==> src/rtl/tictactoe_move_ctrl.sv <==
// Turn controller for tic-tac-toe: validates player moves, picks the computer's
// reply from a fixed priority order, and emits one-cycle write strobes for the board.
module tictactoe_move_ctrl (
  input  logic        clock,
  input  logic        reset,
  input  logic        play,
  input  logic [3:0]  player_pos,
  input  logic [1:0]  pos1,
  input  logic [1:0]  pos2,
  input  logic [1:0]  pos3,
  input  logic [1:0]  pos4,
  input  logic [1:0]  pos5,
  input  logic [1:0]  pos6,
  input  logic [1:0]  pos7,
  input  logic [1:0]  pos8,
  input  logic [1:0]  pos9,
  input  logic        game_done,
  output logic [15:0] p_enable,
  output logic [15:0] c_enable,
  output logic        wrong_move,
  output logic        game_over,
  output logic [3:0]  turn_count
);

  typedef enum logic [2:0] {IDLE, P_PLACE, P_CHECK, C_PLACE, C_CHECK, DONE} state_t;

  state_t      state, state_nxt;
  logic        play_q;
  logic [8:0]  empty;
  logic [15:0] empty16;
  logic        full, req, pos_ok;
  logic [15:0] p_nxt, c_nxt;
  logic        wrong_nxt;
  logic [3:0]  count_nxt;
  logic [3:0]  count_inc;

  // Computer preference: centre, corners, then edges.
  function automatic logic [15:0] pick_cell(input logic [8:0] e);
    pick_cell = 16'h0000;
    if      (e[4]) pick_cell = 16'h0010;
    else if (e[0]) pick_cell = 16'h0001;
    else if (e[2]) pick_cell = 16'h0004;
    else if (e[6]) pick_cell = 16'h0040;
    else if (e[8]) pick_cell = 16'h0100;
    else if (e[1]) pick_cell = 16'h0002;
    else if (e[3]) pick_cell = 16'h0008;
    else if (e[5]) pick_cell = 16'h0020;
    else if (e[7]) pick_cell = 16'h0080;
  endfunction

  assign empty = {pos9 == 2'b00, pos8 == 2'b00, pos7 == 2'b00, pos6 == 2'b00, pos5 == 2'b00,
                  pos4 == 2'b00, pos3 == 2'b00, pos2 == 2'b00, pos1 == 2'b00};
  assign empty16   = {7'b0, empty};
  assign full      = ~|empty;
  assign req       = play & ~play_q;
  // Positions 10..15 index the zero-padded upper bits, so they read as occupied.
  assign pos_ok    = (player_pos != 4'd0) && empty16[player_pos - 4'd1];
  assign count_inc = (turn_count == 4'd9) ? 4'd9 : turn_count + 4'd1;

  always_comb begin
    state_nxt = state;
    p_nxt     = 16'h0000;
    c_nxt     = 16'h0000;
    wrong_nxt = 1'b0;
    count_nxt = turn_count;
    case (state)
      IDLE: begin
        if (req) begin
          if (pos_ok) begin
            p_nxt     = 16'h0001 << (player_pos - 4'd1);
            state_nxt = P_PLACE;
          end else begin
            wrong_nxt = 1'b1;
          end
        end
      end
      P_PLACE: begin
        count_nxt = count_inc;
        state_nxt = P_CHECK;
      end
      P_CHECK: begin
        if (game_done || full) begin
          state_nxt = DONE;
        end else begin
          c_nxt     = pick_cell(empty);
          state_nxt = C_PLACE;
        end
      end
      C_PLACE: begin
        count_nxt = count_inc;
        state_nxt = C_CHECK;
      end
      C_CHECK: state_nxt = (game_done || full) ? DONE : IDLE;
      DONE:    state_nxt = DONE;
      default: state_nxt = IDLE;
    endcase
  end

  always_ff @(posedge clock) begin
    if (reset) begin
      state      <= IDLE;
      play_q     <= 1'b1;
      p_enable   <= 16'h0000;
      c_enable   <= 16'h0000;
      wrong_move <= 1'b0;
      game_over  <= 1'b0;
      turn_count <= 4'd0;
    end else begin
      state      <= state_nxt;
      play_q     <= play;
      p_enable   <= p_nxt;
      c_enable   <= c_nxt;
      wrong_move <= wrong_nxt;
      game_over  <= (state_nxt == DONE);
      turn_count <= count_nxt;
    end
  end

endmodule

==> config.mk <==
export PLATFORM = sky130hd
export DESIGN_NAME = tictactoe_move_ctrl
export DESIGN_NICKNAME = d
export VERILOG_FILES = /design/src/rtl/tictactoe_move_ctrl.sv
export SDC_FILE = /design/constraint.sdc
export NUM_CORES = 1
export LEC_CHECK = 0
export CAP_MARGIN = 15
export CORE_MARGIN = 2
export CORE_UTILIZATION = 46
export DETAILED_ROUTE_END_ITERATION = 6
export GPL_TIMING_DRIVEN = 1
export PLACE_DENSITY_LB_ADDON = 0.1
export RECOVER_POWER = 50
export SYNTH_ARGS = -nofsm -noshare
export SYNTH_HDL_FRONTEND = slang
export SYNTH_SLANG_ARGS = --single-unit
==> constraint.sdc <==
create_clock -name clock -period 6 [get_ports clock]
set_clock_uncertainty 0.15 [all_clocks]
set_input_delay 1.2 -clock clock [delete_from_list [all_inputs] [get_ports clock]]
set_output_delay 1.2 -clock clock [all_outputs]
set_load 0.1 [all_outputs]
Word level (Yosys, flattened, before mapping)
Cells that the tools add are included.
{"block": "op_classes", "add_sub_neg": 2, "n_lt_le_gt_ge": 1, "n_eq_ne": 7, "shift": 1, "muxes": 18, "bitwise": 6, "reduce_logical": 27}
{"operator": "2-to-1 mux 8 bit", "count": 4}
{"operator": "logical NOT 2 bit", "count": 9}
{"operator": "one-hot mux 3 bit (6 select lines)", "count": 1}
{"operator": "OR reduction 9 bit", "count": 2}
{"operator": "<< shifter 1 x 4 -> 16 bit (first input constant)", "count": 1}
{"operator": "2-to-1 mux 5 bit", "count": 3}
{"operator": "2-to-1 mux 3 bit", "count": 4}
{"operator": "OR reduction 11 bit", "count": 1}
{"operator": "OR reduction 10 bit", "count": 1}
{"operator": "== test 3 bit (second input constant)", "count": 3}
{"operator": "2-to-1 mux 9 bit", "count": 1}
{"operator": "OR reduction 4 bit", "count": 2}
{"operator": "OR reduction 8 bit", "count": 1}
{"operator": "2-to-1 mux 7 bit", "count": 1}
{"operator": "OR reduction 7 bit", "count": 1}
{"operator": "== test 3 x 2 -> 1 bit (second input constant)", "count": 2}
{"operator": "OR reduction 3 bit", "count": 2}
{"operator": "OR reduction 6 bit", "count": 1}
{"operator": "< comparator 4 x 5 -> 1 bit (second input constant)", "count": 1}
{"operator": "NOT 1 bit", "count": 5}
{"operator": "OR reduction 5 bit", "count": 1}
{"operator": "adder 4 x 1 -> 4 bit (second input constant)", "count": 1}
{"operator": "binary-select mux 1 bit (select 4 bit)", "count": 1}
{"operator": "== test 4 bit (second input constant)", "count": 1}
{"operator": "other kinds (11)", "count": 12}
{"block": "totals", "register_bits": 42, "input_bits": 26, "output_inout_bits": 38, "word_cells": 77}

Logic depth before layout (Yosys ltp)
{"block": "depth", "word_depth": 10, "ltp_mapped": 7, "ltp_nobuf": 6}

Worst setup path after synthesis
Ideal clock, no wire load.
{"block": "synth_timing", "path_kind": "in2reg", "startpoint": "input port player_pos[0]", "endpoint": "register state[0]", "setup_time_ns": 0.117, "arrival_ns": 2.691, "t_required_ns": 5.733, "path_slack_ns": 3.042, "path_stages": 7, "path_buffers": 1, "cell_sequence": "buf_4 -> inv_1 -> ha_1 -> nor4b_1 -> o41ai_1 -> o211ai_1 -> o2bb2ai_1"}
{"block": "synth_between", "elab_chain_len": 7, "elab_cells_between_ends": 8, "cone_classes": "1 x add/sub; 5 x mux; 2 x reduce/logical"}
{"element": "from (decl)", "line": "7", "text": "input logic [3:0] player_pos,"}
{"element": "subtractor 4 x 1 -> 4 bit", "line": "57", "text": "assign pos_ok = (player_pos != 4'd0) && empty16[player_pos - 4'd1];"}
{"element": "binary-select mux 1 bit (select 4 bit)", "line": "57"}
{"element": "2-to-1 mux 1 bit (not written as such)", "line": "57"}
{"element": "logical AND 1 bit *", "line": "57"}
{"element": "2-to-1 mux 3 bit *", "line": "69", "text": "if (pos_ok) begin"}
{"element": "2-to-1 mux 3 bit *", "line": "68", "text": "if (req) begin"}
{"element": "one-hot mux 3 bit (6 select lines) *", "line": "66", "text": "case (state)"}
{"element": "to (signal assigned)", "line": "109", "text": "state <= state_nxt;"}
{"element": "to (decl)", "line": "27", "text": "state_t state, state_nxt;"}
Every way passes the cells marked *; elsewhere a longest branch is shown, timed or not. The select of a mux whose other input is x is not followed.
A chain may end at the register's enable or synchronous reset.

Worst setup path after layout
Same ends and word-level chain as after synthesis.

==> metrics.json <==
{
  "run_status": {"value": "finished, final reports clean"},
  "cts_inserted_buffers": {"value": 5},
  "synth-adder-area-share": {"value": 3.953, "unit": "%"},
  "postCtsSetupBuffers": {"value": 0},
  "global_route_wire_length_before_repair": {"value": 5989, "unit": "µm"},
  "syn-instance-count": {"value": 157},
  "max-cap-violations": {"value": 0},
  "routed_wl": {"value": 3527, "unit": "µm"},
  "clock_insertion_delay_worst_skew": {"value": 0.34, "unit": "ns"},
  "end_of_the_worst_register_to_register_path": {"value": "c_enable[1]$_SDFF_PP0_"},
  "leakage": {"value": 0.8574, "unit": "nW"},
  "core": {"value": 0.003311, "unit": "mm²"},
  "ff_latch_area": {"value": 700.7, "unit": "µm²"},
  "globalRouteOverflowTotal": {"value": 0},
  "multiInputGateArea": {"value": 775.7, "unit": "µm²"},
  "fp-row-count": {"value": 21},
  "placed_cells": {"value": 257},
  "remaining_drc_errors": {"value": 0},
  "critPathLaunchType": {"value": "input pin"},
  "synth_enable_flop_cells": {"value": 0},
  "setup.worst_path.end_class": {"value": "register"},
  "worst_pin_slew": {"value": 0.9819, "unit": "ns"},
  "finalPower": {"value": 0.4460, "unit": "mW"},
  "clock_sinks": {"value": 35},
  "final.min_clock_period": {"value": 3.549, "unit": "ns"},
  "first_global_vias": {"value": 1259},
  "timing.final.crit_share": {"value": 59.15, "unit": "%"},
  "cp-endpoint": {"value": "state[0]$_SDFF_PP0_"},
  "final-max-slew-violation-count": {"value": 0},
  "clock_pin_slew_of_the_registers_on_the_worst_case_setup_and_hold_paths": {"value": 0.10, "unit": "ns"},
  "place.port_buffers": {"value": 56},
  "simple_logic_cell_fraction_of_the_synthesized_area": {"value": 28.62, "unit": "%"},
  "post_drt_wl_per_cell": {"value": 13.31, "unit": "µm"},
  "critPathRequiredTime": {"value": 6.09, "unit": "ns"},
  "critPathMaxFanout": {"value": 15},
  "cts_root_buf": {"value": "sky130_fd_sc_hd__clkbuf_4"},
  "setup_viol": {"value": 0},
  "hold_path.class": {"value": "register to register"},
  "tritoncts": {"value": "built"},
  "worst-setup-path-type": {"value": "input pin to register"},
  "fmax": {"value": 281.8, "unit": "MHz"},
  "cts-hold-fix-buffers": {"value": 0},
  "die_span_in_x": {"value": 62.66, "unit": "µm"},
  "syn_avg_cell_area": {"value": 10.08, "unit": "µm²"},
  "ctsResizeCount": {"value": 0},
  "relSlewSlack": {"value": 34.33, "unit": "%"},
  "synthesis.yosys.warnings": {"value": 0},
  "insertedDiodeCount": {"value": 0},
  "synth-compound-area-share": {"value": 13.60, "unit": "%"},
  "synth_cell_type_count": {"value": 44},
  "drive_above_1_share": {"value": 5.936, "unit": "%"},
  "synth.area.mux_share": {"value": 0, "unit": "%"},
  "setup.reg_to_reg.worst_slack": {"value": 3.58, "unit": "ns"},
  "route.vias.total": {"value": 1349},
  "ir_drop": {"value": 0.0001433, "unit": "V"},
  "design.final.nets": {"value": 249},
  "synth.ff_latch_count": {"value": 35},
  "layout-area-overhead-vs-synth": {"value": 37.15, "unit": "%"},
  "async_reset_ff_share": {"value": 0, "unit": "%"},
  "die-height": {"value": 62.66, "unit": "µm"},
  "stdcell_count": {"value": 265},
  "worst_case_clock_buffer_depth": {"value": 2},
  "num-fill-cells": {"value": 308},
  "routed_via_density": {"value": 5.091},
  "number_of_routed_nets_with_antenna_violations": {"value": 0},
  "io-pin-count": {"value": 64},
  "dpl.hpwl": {"value": 2812, "unit": "µm"},
  "largest_net_degree_at_the_start_of_global_routing": {"value": 16},
  "starting_drc_count_in_detailed_routing": {"value": 42},
  "worstReg2RegStart": {"value": "state[0]$_SDFF_PP0_"},
  "cts-htree-levels": {"value": 2},
  "synth_ff_type": {"value": "sky130_fd_sc_hd__dfxtp_1"},
  "worst_setup_path_startpoint": {"value": "player_pos[0]"},
  "rr_worst_depth": {"value": 4},
  "synthesis.area": {"value": 0.001583, "unit": "mm²"},
  "tns": {"value": 0, "unit": "ns"},
  "yosys.area_share.xor_xnor": {"value": 2.767, "unit": "%"},
  "combinational_family_with_the_most_area_after_synthesis": {"value": "simple AND/OR/NAND/NOR gates"},
  "number_of_antenna_violations_at_the_first_check_in_global_routing": {"value": 0},
  "place_congestion": {"value": 0.8752},
  "drt_pre_antenna_iters": {"value": 4},
  "overall_fraction_of_global_route_tracks_in_use": {"value": 19.48, "unit": "%"},
  "seq_area_frac_synth": {"value": 44.27, "unit": "%"},
  "power.density": {"value": 205.5, "unit": "mW/mm²"},
  "rsz0062_at_grt": {"value": "no"},
  "arrival": {"value": 3.64, "unit": "ns"},
  "initial_standard_cell_utilization_of_the_core": {"value": 47.81, "unit": "%"},
  "floorplan.die_area": {"value": 0.003926, "unit": "mm²"},
  "final_hold_viol_count": {"value": 0}
}
[area by class of cell]
type                            count  share of cell area, %
Timing Repair Buffer               56                  25.82
Clock inverter                      1                 0.2305
Clock buffer                        7                  2.075
Sequential cell                    35                  32.28
Tap cell                           46                  2.651
Multi-Input combinational cell    113                  35.73
Inverter                            7                  1.210
[synth_stat cells (2+ instances only)]
cell / number / area, µm²
sky130_fd_sc_hd__a2111oi_4: 2 / 55.05
sky130_fd_sc_hd__a211o_1: 3 / 26.28
sky130_fd_sc_hd__a211oi_1: 2 / 15.01
sky130_fd_sc_hd__a21oi_1: 7 / 35.03
sky130_fd_sc_hd__and2_1: 11 / 68.82
sky130_fd_sc_hd__and3b_1: 2 / 17.52
sky130_fd_sc_hd__buf_2: 2 / 10.01
sky130_fd_sc_hd__buf_4: 8 / 60.06
sky130_fd_sc_hd__clkbuf_1: 2 / 7.510
sky130_fd_sc_hd__dfxtp_1: 35 / 700.7
sky130_fd_sc_hd__ha_1: 5 / 62.56
sky130_fd_sc_hd__inv_1: 7 / 26.28
sky130_fd_sc_hd__nand2_1: 2 / 7.510
sky130_fd_sc_hd__nand3b_1: 2 / 15.01
sky130_fd_sc_hd__nor2_1: 14 / 52.55
sky130_fd_sc_hd__nor3_1: 10 / 50.05
sky130_fd_sc_hd__nor4_1: 8 / 50.05
sky130_fd_sc_hd__nor4b_1: 4 / 35.03
sky130_fd_sc_hd__nor4bb_1: 2 / 20.02
sky130_fd_sc_hd__o22ai_1: 2 / 12.51
sky130_fd_sc_hd__xnor2_1: 2 / 17.52
sky130_fd_sc_hd__xor2_1: 3 / 26.28
[registers in the layout (all words and copies together) (netlist names)]
register / count
c_enable: 9
game_over: 1
p_enable: 16
play_q: 1
state: 3
turn_count: 4
wrong_move: 1
[report_power, final]
group	total [mW]	switching, mW	internal, mW
Combinational	0.0915	0.0624	0.0290
Clock	0.118	0.0724	0.0456
Sequential	0.237	0.00165	0.235
[cells in the final DEF, fill, tap and decap left out, types with 2 or more instances in the layout]
| cell | count |
|---|---|
| sky130_fd_sc_hd__conb_1 | 11 |
| sky130_fd_sc_hd__clkbuf_1 | 2 |
| sky130_fd_sc_hd__dlygate4sd3_1 | 16 |
| sky130_fd_sc_hd__nand3b_1 | 2 |
| sky130_fd_sc_hd__and2_1 | 11 |
| sky130_fd_sc_hd__a211oi_1 | 2 |
| sky130_fd_sc_hd__o22ai_1 | 2 |
| sky130_fd_sc_hd__xor2_1 | 3 |
| sky130_fd_sc_hd__a21oi_1 | 7 |
| sky130_fd_sc_hd__dfxtp_1 | 35 |
| sky130_fd_sc_hd__and3b_1 | 2 |
| sky130_fd_sc_hd__nor4b_1 | 5 |
| sky130_fd_sc_hd__a211o_1 | 3 |
| sky130_fd_sc_hd__a2111oi_0 | 2 |
| sky130_fd_sc_hd__nor2_1 | 14 |
| sky130_fd_sc_hd__ha_1 | 5 |
| sky130_fd_sc_hd__nor4bb_1 | 2 |
| sky130_fd_sc_hd__inv_1 | 7 |
| sky130_fd_sc_hd__nor4_1 | 9 |
| sky130_fd_sc_hd__clkbuf_4 | 5 |
| sky130_fd_sc_hd__nor3_1 | 10 |
| sky130_fd_sc_hd__nand2_1 | 2 |
| sky130_fd_sc_hd__clkdlybuf4s50_1 | 40 |
| sky130_fd_sc_hd__xnor2_1 | 2 |
[critical path, stage by stage]
cell and delay (ns):
sky130_fd_sc_hd__clkdlybuf4s50_1 0.73, sky130_fd_sc_hd__inv_1 0.15, sky130_fd_sc_hd__ha_1 0.42, sky130_fd_sc_hd__nor4b_1 0.19
sky130_fd_sc_hd__o41ai_1 0.58, sky130_fd_sc_hd__o211ai_1 0.22, sky130_fd_sc_hd__o2bb2ai_1 0.16
[metrics by stage]
| step | area, µm² | setup slack, ns | util (%) | hold WS (ns) |
|---|---|---|---|---|
| final | 2171 | 2.451 | 65.57 | 0.4041 |
| after detailed placement | 2161 | 2.079 | 65.27 | 0.3713 |
| after CTS | 2211 | 2.442 | 66.78 | 0.4091 |
| after floorplan | 1620 | 3.042 | - | 0.3947 |
| after global routing | 2171 | 2.242 | 65.57 | 0.4633 |
| after global placement | 2161 | 2.134 | 65.27 | 0.3700 |
[per-layer routing]
| metal | GRT usage [%] | vias to the layer above | part of all wire (%) |
|---|---|---|---|
| li1 | - | 676 | - |
| met1 | 22.69 | 616 | 43 |
| met2 | 33.47 | 50 | 49 |
| met3 | 5.225 | 7 | 5.6 |
| met4 | 8.611 | 0 | 1.8 |
| met5 | 0 | - | 0 |
[how the worst min path moves through the flow]
stage                                           from                    endpoint  slack, ns  cells after the start
after detailed placement  turn_count[3]$_SDFFE_PP0P_  turn_count[3]$_SDFFE_PP0P_       0.37                      2
after global placement    turn_count[3]$_SDFFE_PP0P_  turn_count[3]$_SDFFE_PP0P_       0.37                      2
after floorplan                  state[1]$_SDFF_PP0_      p_enable[3]$_SDFF_PP0_       0.39                      2
after global routing      turn_count[0]$_SDFFE_PP0P_  turn_count[0]$_SDFFE_PP0P_       0.46                      2
after CTS                 turn_count[3]$_SDFFE_PP0P_  turn_count[3]$_SDFFE_PP0P_       0.41                      2
final                     turn_count[3]$_SDFFE_PP0P_  turn_count[3]$_SDFFE_PP0P_       0.40                      2
[cell families after synthesis]
logic type / count (synthesis)
xor+xnor: 5
flops: 35
simple gates: 67
fa+ha+maj: 5
compound gates: 25
other cells: 1
buf+inv: 19
No activity file was read; power rests on OpenSTA's default activity.
==> variant (config.mk and constraints unchanged) <==
Compare `turn_count` against `4'd9` with >= in place of ==.
--- a/src/rtl/tictactoe_move_ctrl.sv
+++ b/src/rtl/tictactoe_move_ctrl.sv
@@ -56,5 +56,5 @@
   // Positions 10..15 index the zero-padded upper bits, so they read as occupied.
   assign pos_ok    = (player_pos != 4'd0) && empty16[player_pos - 4'd1];
-  assign count_inc = (turn_count == 4'd9) ? 4'd9 : turn_count + 4'd1;
+  assign count_inc = (turn_count >= 4'd9) ? 4'd9 : turn_count + 4'd1;
 
   always_comb begin
Check against the original RTL: same outputs for any inputs over 10 cycles, from zero or initial values and one cycle with reset high; that may be too few to reach the edited logic, so the function may still have changed.
==> variant against the original RTL <==
  * Hold slack got worse by 43 ps
  * Fmax decreased by 5.5%
  * Worst setup slack got worse by 210 ps
  * Wire length decreased by 0.85%
  * Sequential share of layout area decreased by 0.60 points
  * Non-clock buffer count unchanged
  * Combinational power decreased by 4.0%
  * Area after synthesis decreased by 1.7%
  * Sequential cell count unchanged
  * Design area increased by 1.9%
  * Total power increased by 5.6%
==> variant: results (changes against the original RTL) <==
Status
  • Outcome: complete, no violations

Pwr
  • Power density over the cells: 213 nW/um^2 (+3.6%)
  • VDD IR max: 0.000123 V (-14%)
  • P_leak: 0.000883 uW (+3.0%)

Synthesis
  • Top post-synthesis cells by count: dfxtp_1 (35), nor3_1 (13), nor2_1 (11)
  • Avg Cell Area, Syn: 9.72 um^2 (-3.6%)
  • Synth Area in Adders: 8.05% (+4.1 points)
  • Primary FF master, synth: dfxtp_1
  • Post-synthesis sequential area ratio: 45.1% (+0.78 points)
  • Mux share of post-synthesis cell area: 0% (unchanged)
  • Compound-cell area share of the yosys netlist: 10.9% (-2.7 points)
  • Largest cells by area after synthesis: dfxtp_1 (45%), ha_1 (8.0%), nor3_1 (4.2%)
  • Synth Area in XOR/XNOR: 1.13% (-1.6 points)

Clock network
  • CTS H-Tree Depth: 2 (unchanged)
  • Number of buffers created by CTS: 5 (unchanged)

Detailed routing
  • Routed wire length per instance: 13.0 um (-2.3%)
  • Starting DRT DRC Count: 53 (+26%)
  • Routed wire length: 3500 um (-0.85%)
  • Via density: 5.09 (about the same)

Global route
  • First-pass GRT wire length: 6280 um (+4.8%)
  • Vias in the first global route: 1351 (+7.3%)
  • GRT Total Usage: 20.3% (+0.86 points)

Floorplanning
  • Starting density of the core: 47.4% (-0.46 points)

Cells and area
  • Nets: 258 (+3.6%)
  • Layout cells sized above 1: 8.07% (+2.1 points)

Critical path
  • Arrival time worst endpoint: 3870 ps (+230 ps)
  • Critical Path Fanout Max: 8 (-7)

Timing
  • Worst Tran Pin Value: 994 ps (+12.2 ps)

Place
  • Placer congestion estimate: 0.854 (-2.4%)
  • DP Wirelength: 2790 um (-0.91%)
  • Cell Count Post-Placement: 261 (+1.6%)

Hold path
  • Hold Crit Start: turn_count[1]$_SDFFE_PP0P_
  • Hold EP: turn_count[1]$_SDFFE_PP0P_
  • HP Class: flip-flop to flip-flop
==> variant: cell type report <==
type | instances | share of cell area (%)
multi-input combinational | 114 | 35.4
sequential | 35 | 31.7
timing repair buffer | 56 | 25.3
clock buffer | 7 | 2.94
tap | 46 | 2.60
inverter | 10 | 1.70
clock inverter | 1 | 0.339
==> variant: per-layer routing <==
| layer | GRT usage (%) | up-vias | routed length [um] |
|---|---|---|---|
| met5 | 0 | - | 0 |
| met4 | 8.61 | 0 | 71 |
| met3 | 8.15 | 7 | 205 |
| met2 | 32.9 | 36 | 1760 |
| met1 | 24.0 | 634 | 1460 |
| li1 | - | 693 | - |
==> variant: stage by stage <==
| step | hold WS (ps) | setup slack [ps] | cell area (um^2) | util [%] | power, uW |
|---|---|---|---|---|---|
| final | 361 | 2250 | 2210 | 67.4 | 471 |
| after global routing | 416 | 2040 | 2210 | 67.4 | 496 |
| after CTS | 365 | 2270 | 2220 | 67.5 | 477 |
| after detailed placement | 350 | 1910 | 2140 | 65.3 | 330 |
| after global placement | 343 | 2130 | 2140 | 65.3 | 329 |
| after floorplan | 370 | 2960 | 1590 | - | 302 |
==> variant: critical path, stage by stage <==
cell	delay [ps]
clkdlybuf4s50_1	600
inv_1	140
ha_1	250
ha_1	430
nand2_1	110
nor4_1	790
a22oi_1	240
o211ai_1	120
==> variant: power by group <==
part	switching, uW	total (uW)	internal, uW	leakage (uW)
logic	60.0	87.8	27.8	0.000562
registers	1.67	236	235	0.000283
clock network	78.2	147	68.5	0.0000375
==> variant: kinds of logic after synthesis <==
kind of cell / count (synthesis)
and+or+nand+nor: 69
xor gates and xnor gates: 2
AOI/OAI and AO/OA: 23
adders and majority gates: 10
buffers and inverters: 20
DFF: 35
other: 1
